### src/rtl/conv_mac_sequencer.sv
// ---------------------------------------------------------------------------
// conv_mac_sequencer
//
// Purpose:
//   ALU-control decoder with an attached multi-cycle convolution MAC
//   sequencer. A "conv" instruction (ALUOp=10, funct3=001) stalls the
//   pipeline while TAPS signed pixel*weight products are accumulated, one
//   per cycle. The result is then presented with a single-cycle valid pulse.
//
// Ports:
//   clk           in   single clock, rising edge
//   rst           in   asynchronous, active-low reset
//   issue_valid   in   decode-stage instruction valid
//   ALUOp         in   [1:0] main-decoder ALU class
//   funct3        in   [2:0] instruction funct3
//   funct7        in   [6:0] instruction funct7 (bit 0 selects accumulate mode)
//   op            in   [6:0] instruction opcode
//   flush         in   pipeline flush, aborts an in-flight conv
//   pixel_in      in   [DATA_W-1:0] signed pixel for the current tap
//   weight_in     in   [DATA_W-1:0] signed weight for the current tap
//   ALUControl    out  [2:0] combinational ALU control
//   stall         out  holds the pipeline while a conv runs
//   tap_idx       out  [TAP_W-1:0] tap index for operand fetch
//   mac_en        out  high when pixel_in/weight_in are consumed
//   result        out  [ACC_W-1:0] signed accumulator value
//   result_valid  out  one-cycle pulse when a conv completes
// ---------------------------------------------------------------------------
module conv_mac_sequencer #(
   parameter  int DATA_W = 16,
   parameter  int TAPS   = 9,
   localparam int TAP_W  = (TAPS > 1) ? $clog2(TAPS) : 1,
   localparam int ACC_W  = 2 * DATA_W + $clog2(TAPS) + 1
) (
   input  logic                     clk,
   input  logic                     rst,
   input  logic                     issue_valid,
   input  logic [1:0]               ALUOp,
   input  logic [2:0]               funct3,
   input  logic [6:0]               funct7,
   input  logic [6:0]               op,
   input  logic                     flush,
   input  logic signed [DATA_W-1:0] pixel_in,
   input  logic signed [DATA_W-1:0] weight_in,
   output logic [2:0]               ALUControl,
   output logic                     stall,
   output logic [TAP_W-1:0]         tap_idx,
   output logic                     mac_en,
   output logic signed [ACC_W-1:0]  result,
   output logic                     result_valid
);

   typedef enum logic [1:0] {
      IDLE = 2'd0,
      RUN  = 2'd1,
      DONE = 2'd2
   } state_t;

   state_t                     r_state;
   state_t                     w_nextState;
   logic [TAP_W-1:0]           r_tapCnt;
   logic signed [ACC_W-1:0]    r_acc;
   logic                       w_convIssue;
   logic                       w_accMode;
   logic                       w_start;
   logic                       w_lastTap;
   logic signed [2*DATA_W-1:0] w_prod;
   logic                       w_unusedBits;

   // Only op[5], funct7[5] and funct7[0] carry meaning for this block.
   assign w_unusedBits = ^{op[6], op[4:0], funct7[6], funct7[4:1]};

   assign w_convIssue = issue_valid && (ALUOp == 2'b10) && (funct3 == 3'b001);
   assign w_accMode   = funct7[0];
   // Flush wins over a conv issue arriving in the same cycle, so a conv
   // only starts when no flush is present.
   assign w_start     = (r_state == IDLE) && w_convIssue && !flush;
   assign w_lastTap   = (r_tapCnt == TAP_W'(TAPS - 1));
   assign w_prod      = pixel_in * weight_in;

   // ALU control decode. This is purely combinational and works regardless
   // of the sequencer state.
   always_comb begin
      ALUControl = 3'b000;
      case (ALUOp)
         2'b00: ALUControl = 3'b000;
         2'b01: ALUControl = 3'b001;
         2'b11: ALUControl = 3'b100;
         default: begin
            case (funct3)
               3'b000:  ALUControl = ({op[5], funct7[5]} == 2'b11) ? 3'b001 : 3'b000;
               3'b001:  ALUControl = 3'b111;
               3'b010:  ALUControl = 3'b101;
               3'b110:  ALUControl = 3'b011;
               3'b111:  ALUControl = 3'b010;
               default: ALUControl = 3'b000;
            endcase
         end
      endcase
   end

   // State register. The reset is asynchronous so that the sequencer drops
   // out of RUN immediately, without waiting for a clock edge.
   always_ff @(posedge clk or negedge rst) begin
      if (!rst) begin
         r_state <= IDLE;
      end else begin
         r_state <= w_nextState;
      end
   end

   // Next-state logic. Issues seen in RUN or DONE are ignored. A flush
   // sends the sequencer straight back to IDLE from either busy state.
   always_comb begin
      w_nextState = r_state;
      case (r_state)
         IDLE: begin
            if (w_start) w_nextState = RUN;
         end
         RUN: begin
            if (flush)          w_nextState = IDLE;
            else if (w_lastTap) w_nextState = DONE;
         end
         DONE: begin
            w_nextState = IDLE;
         end
         default: begin
            w_nextState = IDLE;
         end
      endcase
   end

   // Tap counter and accumulator. On a start the counter is cleared and the
   // accumulator is cleared unless accumulate mode is requested. Every RUN
   // cycle adds one sign-extended full-precision product. The sum wraps
   // naturally at ACC_W bits. A flush leaves the partial sum in place.
   always_ff @(posedge clk or negedge rst) begin
      if (!rst) begin
         r_tapCnt <= '0;
         r_acc    <= '0;
      end else if (w_start) begin
         r_tapCnt <= '0;
         if (!w_accMode) r_acc <= '0;
      end else if (r_state == RUN) begin
         r_tapCnt <= r_tapCnt + TAP_W'(1);
         r_acc    <= r_acc + ACC_W'(w_prod);
      end
   end

   // Handshake outputs. The stall drops in DONE so that the next instruction
   // advances in the same cycle that the result is valid.
   assign mac_en       = (r_state == RUN);
   assign tap_idx      = (r_state == RUN) ? r_tapCnt : '0;
   assign stall        = w_start || (r_state == RUN);
   assign result_valid = (r_state == DONE) && !flush;
   assign result       = r_acc;

endmodule

### config.mk
export PLATFORM = sky130hd
export DESIGN_NAME = conv_mac_sequencer
export DESIGN_NICKNAME = d
export VERILOG_FILES = /design/src/rtl/conv_mac_sequencer.sv
export SDC_FILE = /design/constraint.sdc
export NUM_CORES = 1
export LEC_CHECK = 0
export ABC_CLOCK_PERIOD_IN_PS = 5170
export BUFFER_PORTS_ARGS = -buffer_cell sky130_fd_sc_hd__buf_2
export CELL_PAD_IN_SITES_DETAIL_PLACEMENT = 2
export CELL_PAD_IN_SITES_GLOBAL_PLACEMENT = 2
export CORE_MARGIN = 2
export CORE_UTILIZATION = 37
export CTS_CLUSTER_SIZE = 16
export DETAILED_ROUTE_END_ITERATION = 8
export PLACE_DENSITY = 0.89
export SKIP_CTS_REPAIR_TIMING = 1
export SLEW_MARGIN = 40
export SYNTH_ARGS = -nofsm -noshare
export SYNTH_HDL_FRONTEND = slang
export SYNTH_SLANG_ARGS = --single-unit
### constraint.sdc
create_clock -name clk -period 5.17 [get_ports clk]
set_clock_uncertainty 0.1 [all_clocks]
set_input_delay 0.2585 -clock clk [delete_from_list [all_inputs] [get_ports clk]]
set_output_delay 0.2585 -clock clk [all_outputs]
set_load 0.02 [all_outputs]
# Word level (Yosys, flattened, before mapping)
# Cells that the tools add are included.
dict set report classes {
  mul 1
  eq_ne 14
  reduce_logical 13
  n_mux 13
  n_addsub 2
}
# operator count
set op_table {}
lappend op_table {{2-to-1 mux 37 bit} 3}
lappend op_table {{adder 37 x 32 -> 37 bit} 1}
lappend op_table {{multiplier 16 x 16 -> 32 bit} 1}
lappend op_table {{one-hot mux 3 bit (5 select lines)} 1}
lappend op_table {{2-to-1 mux 4 bit} 3}
lappend op_table {{one-hot mux 3 bit (3 select lines)} 1}
lappend op_table {{equality test 2 bit (second input constant)} 4}
lappend op_table {{equality test 3 bit (second input constant)} 2}
lappend op_table {{2-to-1 mux 2 bit} 3}
lappend op_table {{logical AND 1 bit} 5}
lappend op_table {{adder 4 x 1 -> 4 bit (second input constant)} 1}
lappend op_table {{equality test 2 x 1 -> 1 bit (second input constant)} 2}
lappend op_table {{equality test 4 bit (second input constant)} 1}
lappend op_table {{zero test 2 bit} 2}
lappend op_table {{inequality test 2 bit (second input constant)} 2}
lappend op_table {{one-hot mux 2 bit (2 select lines)} 1}
lappend op_table {{AND reduction 2 bit} 2}
lappend op_table {{equality test 3 x 1 -> 1 bit (second input constant)} 1}
lappend op_table {{equality test 3 x 2 -> 1 bit (second input constant)} 1}
lappend op_table {{zero test 3 bit} 1}
lappend op_table {{inequality test 3 x 2 -> 1 bit (second input constant)} 1}
lappend op_table {{nonzero test 2 bit} 1}
lappend op_table {{zero test 1 bit} 1}
lappend op_table {{logical OR 1 bit} 1}
lappend op_table {{2-to-1 mux 1 bit} 1}
dict set report totals {
  output_inout_bits 47
  reg_bits 43
  input_bits 55
}

# Depth between registers and ports, before layout
# Gate-level depths: netlist (run 1).
dict set report logic_depth {
  ltp_word 7
  ltp_mapped 22
}

# Least setup slack after synthesis (run 1)
# No wires, ideal clock.
dict set report synth_timing {
  kind {in2reg}
  from {input port pixel_in[15]}
  to {register r_acc[36], in the netlist result[36]}
  stages 19
  t_arrival_ns 5.848
  setup_time_ns 0.126
  required_ns 4.944
  setup_slack_ns -0.904
  cell_sequence {clkbuf_1 nand2_1 fa_1 inv_1 fa_1 fa_1 fa_1 fa_1 inv_1 fa_1 inv_1 ha_1 a21oi_1 o21ai_1 a221o_1 and3_1 o311ai_2 a2111oi_0 a221o_1}
}
dict set report synth_between {
  elab_chain_len 4
}
# element line_no
set synth_lines {}
lappend synth_lines {{from (decl)} 42} ;# input logic signed [DATA_W-1:0] pixel_in,
lappend synth_lines {{multiplier 16 x 16 -> 32 bit} 78} ;# assign w_prod = pixel_in * weight_in;
lappend synth_lines {{adder 37 x 32 -> 37 bit} 145} ;# r_acc <= r_acc + ACC_W'(w_prod);
lappend synth_lines {{2-to-1 mux 37 bit} 143} ;# end else if (r_state == RUN) begin
lappend synth_lines {{2-to-1 mux 37 bit} 140} ;# end else if (w_start) begin
lappend synth_lines {{to (signal assigned)} 145}
lappend synth_lines {{to (decl)} 61} ;# logic signed [ACC_W-1:0] r_acc;
# Every way passes these cells. The select of a mux whose other input is x is not followed.
# A chain may end at the register's enable or synchronous reset.

# Worst setup path in the final report (run 1)
dict set report layout_timing {
  from {input port weight_in[3]}
  to {register r_acc[36], in the netlist result[36]}
}
dict set report layout_between {
  elab_chain_len 4
}
# element line_no
set layout_lines {}
lappend layout_lines {{from (decl)} 43} ;# input logic signed [DATA_W-1:0] weight_in,
lappend layout_lines {{multiplier 16 x 16 -> 32 bit} 78}
lappend layout_lines {{adder 37 x 32 -> 37 bit} 145}
lappend layout_lines {{2-to-1 mux 37 bit} 143}
lappend layout_lines {{2-to-1 mux 37 bit} 140}
# Every way passes these cells. The select of a mux whose other input is x is not followed.

==> metrics.txt, run 1 <==
# TYPE chip_impl_metric gauge
chip_impl_metric{name="fp-row-count",unit=""} 70
chip_impl_info{name="violations",value="negative hold slack, negative setup slack"} 1
chip_impl_metric{name="finish.cell_count_without_fillers",unit=""} 2192
chip_impl_metric{name="grt_overflow_total",unit=""} 0
chip_impl_info{name="hold_path.class",value="input port to asynchronous set/reset pin"} 1
chip_impl_metric{name="net_count_after_synthesis",unit=""} 1934
chip_impl_metric{name="synth_seq_cells",unit=""} 43
chip_impl_metric{name="clock_latency",unit="ns"} 0.32
chip_impl_info{name="synth_area_leader_cell",value="sky130_fd_sc_hd__fa_1"} 1
chip_impl_metric{name="yosys.area.top_type_share",unit="%"} 47.0
chip_impl_info{name="cts-root-buf",value="sky130_fd_sc_hd__clkbuf_16"} 1
chip_impl_metric{name="routedWlPerCell",unit="um"} 35.0
chip_impl_metric{name="die_height",unit="um"} 195
chip_impl_info{name="unrepaired_setup_endpoints_after_global_routing",value="true"} 1
chip_impl_metric{name="groute.usage.overall",unit="%"} 32.0
chip_impl_metric{name="crit_fanout",unit=""} 6
chip_impl_metric{name="synth-async-reset-ratio",unit="%"} 100
chip_impl_metric{name="filler_cell_count",unit=""} 3676
chip_impl_metric{name="critical_path_arrival",unit="ns"} 6.35
chip_impl_metric{name="synthCells",unit=""} 1450
chip_impl_metric{name="drv.max_cap_violation_count",unit=""} 0
chip_impl_metric{name="final_critical_path_setup_slack",unit="ns"} -1.09
chip_impl_metric{name="multi_input_comb_area",unit="um2"} 12000
chip_impl_metric{name="finalHoldViolCount",unit=""} 8
chip_impl_metric{name="grt_first_pass_wirelength",unit="um"} 90200
chip_impl_metric{name="detailedRoute.firstIterationViolations",unit=""} 795
chip_impl_metric{name="place_congestion",unit=""} 0.874
chip_impl_metric{name="setup_tns",unit="ns"} -18.95
chip_impl_metric{name="fp.dieArea",unit="um2"} 38200
chip_impl_info{name="worstSetupStartpointType",value="input port"} 1
chip_impl_metric{name="clock.fmax",unit="MHz"} 160
chip_impl_info{name="post_synth_main_area_contributors",value="sky130_fd_sc_hd__fa_1, sky130_fd_sc_hd__ha_1, sky130_fd_sc_hd__inv_1"} 1
chip_impl_metric{name="die_width",unit="um"} 195
chip_impl_metric{name="post-place-ws",unit="ns"} -1.42
chip_impl_metric{name="tightest_slew",unit="ns"} 0.713
chip_impl_metric{name="first_global_vias",unit=""} 14698
chip_impl_metric{name="worst_slack_on_hold_paths",unit="ns"} -0.0142
chip_impl_metric{name="grt_antenna_before_repair",unit=""} 0
chip_impl_metric{name="design.core.area",unit="um2"} 36300
chip_impl_metric{name="post-route-drc-count",unit=""} 0
chip_impl_metric{name="clkTransAtPathRegs",unit="ns"} 0.08
chip_impl_info{name="outcome",value="finished, violations left"} 1
chip_impl_metric{name="tritoncts.num_buffers",unit=""} 5
chip_impl_metric{name="pin_count_of_the_biggest_net_entering_global_routing",unit=""} 44
chip_impl_metric{name="netlist_area",unit="um2"} 13600
chip_impl_metric{name="area_growth_syn_to_layout",unit="%"} 33.0
chip_impl_metric{name="tritoncts_num_sinks",unit=""} 43
chip_impl_metric{name="ff2ff_path_depth",unit=""} 17
chip_impl_metric{name="slew_viol_final",unit=""} 0
chip_impl_metric{name="critical_path_required",unit="ns"} 5.26
chip_impl_metric{name="effective_utilization_at_floorplan",unit="%"} 37.3
chip_impl_metric{name="avgViaCountPerCell",unit=""} 5.87
chip_impl_info{name="ys_dominant_reg_cell",value="sky130_fd_sc_hd__dfrtp_1"} 1
chip_impl_metric{name="layout.area.seq",unit="um2"} 1080
chip_impl_info{name="path_type_of_the_worst_setup_path",value="input port to flop"} 1
chip_impl_metric{name="n_antenna_cell",unit=""} 0
chip_impl_metric{name="cts.path.max_buffers",unit=""} 2
chip_impl_metric{name="synth_edf_count",unit=""} 0
chip_impl_metric{name="drive_above_1_share",unit="%"} 31.3
chip_impl_metric{name="syn_avg_cell_area",unit="um2"} 9.35
chip_impl_metric{name="detail_route.first_pass.iterations",unit=""} 5
chip_impl_metric{name="number_of_warning_messages_in_the_yosys_log",unit=""} 0
chip_impl_metric{name="final_min_period_over_clock_period",unit="%"} 121
chip_impl_metric{name="period_needed",unit="ns"} 6.26
chip_impl_metric{name="maxSlewHeadroom",unit="%"} 52.4
chip_impl_metric{name="dp_cells",unit=""} 2136
chip_impl_metric{name="dp_hpwl",unit="um"} 49900
chip_impl_info{name="synth.cells.most_frequent",value="sky130_fd_sc_hd__inv_1, sky130_fd_sc_hd__fa_1, sky130_fd_sc_hd__nand2_1"} 1
chip_impl_info{name="cp-end-kind",value="flop"} 1
chip_impl_metric{name="portBuffers",unit=""} 90
chip_impl_metric{name="cts-htree-levels",unit=""} 2
chip_impl_metric{name="setup_violations",unit=""} 25
chip_impl_metric{name="ys_seq_area_share",unit="%"} 7.94
chip_impl_metric{name="yosys.cell_types.count",unit=""} 57
chip_impl_info{name="yosysMostFrequentCell",value="sky130_fd_sc_hd__inv_1"} 1
chip_impl_metric{name="route.vias.total",unit=""} 12858
chip_impl_metric{name="fin_nets",unit=""} 2207
chip_impl_metric{name="route.antenna.remaining_nets",unit=""} 0
chip_impl_metric{name="finalWirelength",unit="um"} 76700
chip_impl_info{name="tritoncts",value="yes"} 1
chip_impl_metric{name="pin_count",unit=""} 102
[path summary, 6_finish.rpt]
kind | startpoint | slack [ns] | endpoint
min in group clk | flush | 0.06 | r_state[1]
worst max register to register | result[15] | -0.57 | result[31]
worst min register to register | result[1] | 0.44 | result[1]
max in group asynchronous | rst | 4.50 | result[28]
worst max-delay path | weight_in[3] | -1.09 | result[36]
worst min-delay path | rst | -0.01 | result[1]
[metal layers]
metal	global-route usage [%]	wire length, um	up-vias
li1	-	-	4878
met1	32.6	26100	6744
met2	60.7	38900	809
met3	4.20	4540	427
met4	21.4	7080	0
met5	0	0	-
[worst max-delay path: stages]
cell and delay, ns:
sky130_fd_sc_hd__buf_12 0.13, sky130_fd_sc_hd__and2_4 0.18, sky130_fd_sc_hd__fa_2 0.58, sky130_fd_sc_hd__buf_12 0.12, sky130_fd_sc_hd__inv_2 0.07, sky130_fd_sc_hd__fa_1 0.59
sky130_fd_sc_hd__fa_1 0.44, sky130_fd_sc_hd__inv_1 0.23, sky130_fd_sc_hd__fa_1 0.53, sky130_fd_sc_hd__fa_1 0.53, sky130_fd_sc_hd__inv_1 0.07, sky130_fd_sc_hd__fa_1 0.55
sky130_fd_sc_hd__inv_2 0.07, sky130_fd_sc_hd__ha_4 0.28, sky130_fd_sc_hd__a21oi_4 0.16, sky130_fd_sc_hd__o21ai_1 0.11, sky130_fd_sc_hd__a221o_1 0.36, sky130_fd_sc_hd__and3_4 0.22
sky130_fd_sc_hd__o311ai_4 0.40, sky130_fd_sc_hd__a2111oi_2 0.14, sky130_fd_sc_hd__a221o_1 0.29
[layout by cell type (no fill, tap or decap), types with 13 or more instances in the layout]
cell and instances:
sky130_fd_sc_hd__a21o_1 15, sky130_fd_sc_hd__a21oi_1 20, sky130_fd_sc_hd__and2_1 97, sky130_fd_sc_hd__and2_4 19, sky130_fd_sc_hd__buf_12 22, sky130_fd_sc_hd__buf_2 62, sky130_fd_sc_hd__buf_4 178, sky130_fd_sc_hd__buf_6 27
sky130_fd_sc_hd__dfrtp_1 43, sky130_fd_sc_hd__fa_1 288, sky130_fd_sc_hd__fa_2 30, sky130_fd_sc_hd__ha_1 82, sky130_fd_sc_hd__ha_4 25, sky130_fd_sc_hd__inv_1 320, sky130_fd_sc_hd__inv_2 43, sky130_fd_sc_hd__nand2_1 153
sky130_fd_sc_hd__nand2_2 13, sky130_fd_sc_hd__nor2_1 36, sky130_fd_sc_hd__o21ai_0 14, sky130_fd_sc_hd__o21ai_1 13, sky130_fd_sc_hd__xor2_1 17
[cells by family after synthesis]
| logic type | count (synthesis) | synth area share, % |
|---|---|---|
| muxes | 1 | 0.0739 |
| and+or+nand+nor | 382 | 13.6 |
| AOI/OAI and AO/OA | 153 | 7.59 |
| adders and majority gates | 429 | 57.2 |
| xor gates and xnor gates | 33 | 2.23 |
| buffers and inverters | 409 | 11.4 |
| DFF | 43 | 7.94 |
[cell type report]
| class | count | share of cell area [%] |
|---|---|---|
| inverter | 364 | 7.59 |
| clock buffer | 5 | 0.694 |
| sequential | 43 | 5.97 |
| multi-input combinational | 998 | 66.8 |
| tap | 468 | 3.25 |
| clock inverter | 3 | 0.264 |
| timing repair buffer | 311 | 15.5 |
[through the flow]
step,instance area (um2),hold slack (ns),util [%]
finish,18000,-0.0142,49.6
global route,18000,0.0265,49.6
CTS,16500,-0.0136,45.3
detailed placement,16300,0.321,44.9
global placement,16300,0.292,44.8
floorplan,14300,-0.137,-
[sequential cells by signal, indices dropped and copies added, names as in the netlist]
name	cells
r_state	2
r_tapCnt	4
result	37
Power of run 1 is not shown: default switching activity piles up to over one toggle a cycle in this logic, so the estimate is an artifact.
==> run 2, diff against run 1 <==
==> constraint.sdc (replaced) <==
create_clock -name clk -period 5.17 [get_ports clk]
set_clock_uncertainty 0.1 [all_clocks]
set_input_delay 0.517 -clock clk [delete_from_list [all_inputs] [get_ports clk]]
set_output_delay 0.517 -clock clk [all_outputs]
set_load 0.02 [all_outputs]
==> metrics.txt, run 2 (synthesis gave the netlist of run 1 again) <==
# TYPE chip_impl_metric gauge
chip_impl_info{name="outcome",value="finished, violations left"} 1
chip_impl_info{name="violations",value="negative setup slack"} 1
chip_impl_metric{name="routedWlPerCell",unit="um"} 34.8
chip_impl_metric{name="ff2ff_path_depth",unit=""} 15
chip_impl_metric{name="fp-row-count",unit=""} 70
chip_impl_info{name="commonest_cells_after_routing_fill_and_taps_aside",value="sky130_fd_sc_hd__inv_1, sky130_fd_sc_hd__fa_1, sky130_fd_sc_hd__buf_4, sky130_fd_sc_hd__nand2_1, sky130_fd_sc_hd__and2_1"} 1
chip_impl_metric{name="effective_utilization_at_floorplan",unit="%"} 37.3
chip_impl_metric{name="grt_overflow_total",unit=""} 0
chip_impl_metric{name="pin_count_of_the_biggest_net_entering_global_routing",unit=""} 44
chip_impl_metric{name="cts-htree-levels",unit=""} 2
chip_impl_metric{name="avgViaCountPerCell",unit=""} 5.81
chip_impl_metric{name="period_needed",unit="ns"} 6.68
chip_impl_metric{name="tritoncts.num_buffers",unit=""} 5
chip_impl_info{name="r2r_end",value="result[31]"} 1
chip_impl_metric{name="portBuffers",unit=""} 90
chip_impl_metric{name="crit_fanout",unit=""} 5
chip_impl_metric{name="post-route-drc-count",unit=""} 0
chip_impl_metric{name="drive_above_1_share",unit="%"} 30.6
chip_impl_metric{name="die_height",unit="um"} 195
chip_impl_metric{name="die_width",unit="um"} 195
chip_impl_metric{name="route.antenna.remaining_nets",unit=""} 0
chip_impl_metric{name="place_congestion",unit=""} 0.868
chip_impl_metric{name="timing.critical_path.slowest_cell_delay",unit="ns"} 0.64
chip_impl_info{name="worstSetupStartpointType",value="input port"} 1
chip_impl_metric{name="groute.usage.overall",unit="%"} 32.9
chip_impl_metric{name="design.core.area",unit="um2"} 36300
chip_impl_info{name="mostFrequentLayoutCell",value="sky130_fd_sc_hd__inv_1"} 1
chip_impl_info{name="cts-root-buf",value="sky130_fd_sc_hd__clkbuf_16"} 1
chip_impl_metric{name="pin_count",unit=""} 102
chip_impl_metric{name="detail_route.first_pass.iterations",unit=""} 5
chip_impl_info{name="tritoncts",value="yes"} 1
chip_impl_metric{name="area_growth_syn_to_layout",unit="%"} 31.3
chip_impl_metric{name="final_min_period_over_clock_period",unit="%"} 129
chip_impl_metric{name="grt_first_pass_wirelength",unit="um"} 92100
chip_impl_metric{name="clock_latency",unit="ns"} 0.32
chip_impl_info{name="crit-reg2reg-launch",value="result[18]"} 1
chip_impl_metric{name="critical_path_required",unit="ns"} 5.27
chip_impl_metric{name="route.vias.total",unit=""} 12710
chip_impl_metric{name="finalWirelength",unit="um"} 76100
chip_impl_metric{name="detailedRoute.firstIterationViolations",unit=""} 793
chip_impl_metric{name="reg2reg_slack",unit="ns"} -0.55
chip_impl_info{name="cp-end-kind",value="flop"} 1
chip_impl_info{name="path_type_of_the_worst_setup_path",value="input port to flop"} 1
chip_impl_metric{name="tritoncts_num_sinks",unit=""} 43
chip_impl_metric{name="dp_hpwl",unit="um"} 52900
chip_impl_metric{name="slew_viol_final",unit=""} 0
chip_impl_info{name="unrepaired_setup_endpoints_after_global_routing",value="true"} 1
chip_impl_metric{name="tightest_slew",unit="ns"} 0.727
chip_impl_metric{name="drv.max_cap_violation_count",unit=""} 0
chip_impl_metric{name="finalHoldViolCount",unit=""} 0
chip_impl_metric{name="post-place-ws",unit="ns"} -1.64
chip_impl_metric{name="largest_register_ffs",unit=""} 37
chip_impl_metric{name="clock.fmax",unit="MHz"} 150
chip_impl_metric{name="fp.dieArea",unit="um2"} 38200
chip_impl_info{name="crit_path_cell_trace",value="buf_12 -> buf_6 -> and2_4 -> fa_1 -> fa_1 -> inv_2 -> fa_1 -> inv_2 -> fa_2 -> fa_1 -> inv_2 -> fa_2 -> inv_2 -> ha_4 -> and2_4 -> o21ai_2 -> a211o_1 -> a211oi_2 -> nor3_2 -> or3b_1 -> a32o_1"} 1
chip_impl_metric{name="maxSlewHeadroom",unit="%"} 51.6
chip_impl_metric{name="cts.path.max_buffers",unit=""} 2
chip_impl_metric{name="clkTransAtPathRegs",unit="ns"} 0.08
chip_impl_metric{name="critical_path_arrival",unit="ns"} 6.77
chip_impl_metric{name="final_critical_path_setup_slack",unit="ns"} -1.51
chip_impl_metric{name="first_global_vias",unit=""} 14809
chip_impl_metric{name="grt_antenna_before_repair",unit=""} 0
chip_impl_info{name="hold_path.class",value="input port to asynchronous set/reset pin"} 1
chip_impl_info{name="critical_path.slowest_cell",value="sky130_fd_sc_hd__fa_2"} 1
chip_impl_metric{name="setup_violations",unit=""} 27
chip_impl_metric{name="fin_nets",unit=""} 2200
-- run 2: metrics by stage --
step	cell area, um2	setup TNS (ns)	hold WS, ns	util, %	instances
global route	17800	-25.74	0.277	48.9	2185
detailed placement	16300	-33.91	0.427	44.9	2138
CTS	16500	-25.96	0.244	45.3	2146
floorplan	14300	-7.77	0.121	-	1450
global placement	16300	-22.15	0.408	44.9	2138
finish	17800	-25.04	0.236	48.9	2186
-- run 2: final cells by class --
cell class | instances | area [um2]
Tap cell | 468 | 586
Clock inverter | 3 | 43.8
Sequential cell | 43 | 1080
Multi-Input combinational cell | 998 | 12000
Timing Repair Buffer | 304 | 2570
Antenna cell | 1 | 2.50
Inverter | 364 | 1380
Fill cell | 3757 | 18600
Clock buffer | 5 | 125
-- run 2: worst max-delay path, delay by kind of cell --
family                   cells  cell delay (ns)
AO/OA/AOI/OAI                4             1.10
adder cells (fa/ha/maj)      7             3.71
buffers and inverters        6             0.56
AND/OR/NAND/NOR              4             0.88
-- run 2: worst max path at each step --
| stage | start | to | slack, ns | cells past startpoint |
|---|---|---|---|---|
| detailed placement | pixel_in[15] | result[31] | -1.64 | 21 |
| global placement | pixel_in[9] | result[24] | -1.13 | 19 |
| CTS | pixel_in[15] | result[31] | -1.37 | 21 |
| finish | pixel_in[12] | result[31] | -1.51 | 21 |
| floorplan | weight_in[10] | result[24] | -0.68 | 21 |
| global route | pixel_in[12] | result[31] | -1.47 | 21 |
-- run 2: layer usage --
metal	GRT usage (%)	up-vias	wire length [um]
met3	4.96	440	3790
met1	32.9	6660	25900
met4	22.8	0	7420
met2	62.6	738	39000
met5	0	-	0
li1	-	4872	-
Power of run 2 is left out for the same reason.
==> run 3, diff against run 2 <==
--- a/config.mk
+++ b/config.mk
@@ -5,15 +5,16 @@
 export SDC_FILE = /design/constraint.sdc
 export NUM_CORES = 1
 export LEC_CHECK = 0
+export ABC_AREA = 1
 export ABC_CLOCK_PERIOD_IN_PS = 5170
 export BUFFER_PORTS_ARGS = -buffer_cell sky130_fd_sc_hd__buf_2
 export CELL_PAD_IN_SITES_DETAIL_PLACEMENT = 2
 export CELL_PAD_IN_SITES_GLOBAL_PLACEMENT = 2
 export CORE_MARGIN = 2
-export CORE_UTILIZATION = 37
+export CORE_UTILIZATION = 34
 export CTS_CLUSTER_SIZE = 16
 export DETAILED_ROUTE_END_ITERATION = 8
-export PLACE_DENSITY = 0.89
+export PLACE_DENSITY = 0.87
 export SKIP_CTS_REPAIR_TIMING = 1
 export SLEW_MARGIN = 40
 export SYNTH_ARGS = -nofsm -noshare
==> metrics.txt, run 3 <==
# TYPE chip_impl_metric gauge
chip_impl_metric{name="clock_latency",unit="ns"} 0.32
chip_impl_info{name="synth_area_leader_cell",value="sky130_fd_sc_hd__fa_1"} 1
chip_impl_metric{name="die_height",unit="um"} 210
chip_impl_metric{name="die_width",unit="um"} 210
chip_impl_metric{name="first_global_vias",unit=""} 16258
chip_impl_metric{name="setup_violations",unit=""} 28
chip_impl_info{name="mostFrequentLayoutCell",value="sky130_fd_sc_hd__inv_1"} 1
chip_impl_metric{name="pin_count",unit=""} 102
chip_impl_metric{name="fin_area",unit="um2"} 18800
chip_impl_info{name="yosysMostFrequentCell",value="sky130_fd_sc_hd__inv_1"} 1
chip_impl_metric{name="grt_antenna_before_repair",unit=""} 0
chip_impl_info{name="ys_dominant_reg_cell",value="sky130_fd_sc_hd__dfrtp_1"} 1
chip_impl_info{name="outcome",value="finished, violations left"} 1
chip_impl_metric{name="worst_slack_on_hold_paths",unit="ns"} 0.208
chip_impl_metric{name="period_needed",unit="ns"} 6.17
chip_impl_metric{name="effective_utilization_at_floorplan",unit="%"} 34.4
chip_impl_metric{name="maxSlewHeadroom",unit="%"} 43.0
chip_impl_metric{name="finalWirelength",unit="um"} 80500
chip_impl_metric{name="post-route-drc-count",unit=""} 0
chip_impl_metric{name="route.antenna.remaining_nets",unit=""} 0
chip_impl_metric{name="synthCells",unit=""} 1848
chip_impl_metric{name="finalHoldViolCount",unit=""} 0
chip_impl_metric{name="drive_above_1_share",unit="%"} 28.7
chip_impl_metric{name="postPlaceCellArea",unit="um2"} 17000
chip_impl_info{name="unrepaired_setup_endpoints_after_global_routing",value="true"} 1
chip_impl_info{name="path_type_of_the_worst_setup_path",value="input port to flop"} 1
chip_impl_info{name="worstSetupStartpointType",value="input port"} 1
chip_impl_info{name="critical_path.slowest_cell",value="sky130_fd_sc_hd__fa_1"} 1
chip_impl_metric{name="tightest_slew",unit="ns"} 0.854
chip_impl_metric{name="largest_register_ffs",unit=""} 37
chip_impl_metric{name="syn_avg_cell_area",unit="um2"} 7.81
chip_impl_metric{name="finish.utilization",unit="%"} 44.7
chip_impl_metric{name="route.vias.total",unit=""} 14307
chip_impl_info{name="tritoncts",value="yes"} 1
chip_impl_metric{name="yosys.cell_types.count",unit=""} 36
chip_impl_metric{name="drv.max_cap_violation_count",unit=""} 0
chip_impl_metric{name="critical_path_arrival",unit="ns"} 6.23
chip_impl_metric{name="groute.usage.overall",unit="%"} 28.7
chip_impl_metric{name="area_growth_syn_to_layout",unit="%"} 30.0
chip_impl_metric{name="timing.critical_path.slowest_cell_delay",unit="ns"} 0.71
chip_impl_info{name="cp-end-kind",value="flop"} 1
chip_impl_metric{name="fin_nets",unit=""} 2553
chip_impl_metric{name="clock.fmax",unit="MHz"} 162
chip_impl_info{name="hold_path.class",value="input port to asynchronous set/reset pin"} 1
chip_impl_metric{name="routedWlPerCell",unit="um"} 30.9
chip_impl_metric{name="fp-row-count",unit=""} 75
chip_impl_info{name="timing.critical_path.max_delay_family",value="adder cells"} 1
chip_impl_metric{name="final_critical_path_setup_slack",unit="ns"} -1.00
chip_impl_metric{name="crit_fanout",unit=""} 8
chip_impl_info{name="synth.cells.most_frequent",value="sky130_fd_sc_hd__inv_1, sky130_fd_sc_hd__nand2_1, sky130_fd_sc_hd__fa_1"} 1
chip_impl_metric{name="netlist_area",unit="um2"} 14400
chip_impl_metric{name="worstPathBufferInverterCount",unit=""} 8
chip_impl_info{name="commonest_cells_after_routing_fill_and_taps_aside",value="sky130_fd_sc_hd__inv_1, sky130_fd_sc_hd__nand2_1, sky130_fd_sc_hd__fa_1, sky130_fd_sc_hd__buf_4, sky130_fd_sc_hd__ha_1"} 1
chip_impl_metric{name="n_antenna_cell",unit=""} 0
chip_impl_metric{name="cts.path.max_buffers",unit=""} 2
chip_impl_metric{name="grt_overflow_total",unit=""} 0
chip_impl_metric{name="net_count_after_synthesis",unit=""} 2332
chip_impl_metric{name="avgViaCountPerCell",unit=""} 5.48
chip_impl_info{name="post_synth_main_area_contributors",value="sky130_fd_sc_hd__fa_1, sky130_fd_sc_hd__inv_1, sky130_fd_sc_hd__nand2_1"} 1
chip_impl_metric{name="place_congestion",unit=""} 0.852
chip_impl_metric{name="portBuffers",unit=""} 90
chip_impl_info{name="cts-root-buf",value="sky130_fd_sc_hd__clkbuf_16"} 1
chip_impl_metric{name="critical_path_required",unit="ns"} 5.23
chip_impl_metric{name="final_min_period_over_clock_period",unit="%"} 119
chip_impl_metric{name="tritoncts.num_buffers",unit=""} 5
chip_impl_metric{name="synth_seq_cells",unit=""} 43
chip_impl_metric{name="synth_edf_count",unit=""} 0
chip_impl_metric{name="slew_viol_final",unit=""} 0
chip_impl_metric{name="clkTransAtPathRegs",unit="ns"} 0.08
chip_impl_metric{name="synth-async-reset-ratio",unit="%"} 100
chip_impl_info{name="crit_path_cell_trace",value="buf_6 -> buf_8 -> nand2_1 -> fa_1 -> inv_1 -> fa_2 -> fa_1 -> inv_2 -> fa_1 -> inv_2 -> fa_2 -> inv_2 -> fa_1 -> inv_2 -> ha_4 -> nand2_4 -> buf_4 -> nor2_1 -> nand2_1 -> nand2_2 -> a21oi_1 -> o21ai_1 -> o21ai_1"} 1
chip_impl_metric{name="design.core.area",unit="um2"} 41900
chip_impl_metric{name="detail_route.first_pass.iterations",unit=""} 5
chip_impl_metric{name="grt_first_pass_wirelength",unit="um"} 95000
chip_impl_metric{name="yosys.area.top_type_share",unit="%"} 44.1
chip_impl_metric{name="reg2reg_slack",unit="ns"} -0.31
chip_impl_metric{name="detailedRoute.firstIterationViolations",unit=""} 823
chip_impl_metric{name="pin_count_of_the_biggest_net_entering_global_routing",unit=""} 44
chip_impl_metric{name="tritoncts_num_sinks",unit=""} 43
chip_impl_metric{name="fp.dieArea",unit="um2"} 44100
chip_impl_metric{name="cts-htree-levels",unit=""} 2
chip_impl_metric{name="ys_seq_area_share",unit="%"} 7.46
chip_impl_metric{name="number_of_warning_messages_in_the_yosys_log",unit=""} 0
chip_impl_info{name="violations",value="negative setup slack"} 1
chip_impl_metric{name="dp_hpwl",unit="um"} 54600
[run 3: metrics by stage]
stage               cells  worst slack [ns]  TNS [ns]
finish               2609             -1.00    -22.18
global route         2609             -1.04    -24.21
CTS                  2571            -0.909    -20.00
detailed placement   2563             -1.20    -27.89
global placement     2563            -0.887    -16.96
floorplan            1848            -0.402     -3.26
[run 3: kinds of logic after synthesis]
| group | share of synthesized area [%] |
|---|---|
| fa+ha+maj | 53.7 |
| flops | 7.46 |
| compound gates | 4.03 |
| simple gates | 18.1 |
| xor+xnor | 0.304 |
| buf+inv | 16.3 |
[run 3: per-layer routing]
metal,vias to the layer above,share of wire (%),GRT usage [%]
met2,701,52,55.8
li1,5696,-,-
met4,0,9.5,15.7
met3,433,4.6,2.79
met1,7477,34,30.2
met5,-,0,0
[run 3: cell type report]
cell class / instances / area, um2
sequential: 43 / 1080
inverter: 552 / 2070
timing repair buffer: 283 / 2470
clock inverter: 2 / 12.5
multi-input combinational: 1184 / 12300
tap: 539 / 674
clock buffer: 6 / 129
fill: 4564 / 23200
[run 3: path summary, 6_finish.rpt]
path	startpoint	end	cells after the start
worst min-delay path	rst	result[8]	2
worst max register to register	result[15]	result[29]	19
worst min register to register	result[35]	result[35]	2
max in group asynchronous	rst	result[10]	2
min in group clk	flush	r_state[1]	4
worst max-delay path	weight_in[5]	result[15]	23
Power of run 3 is left out for the same reason.
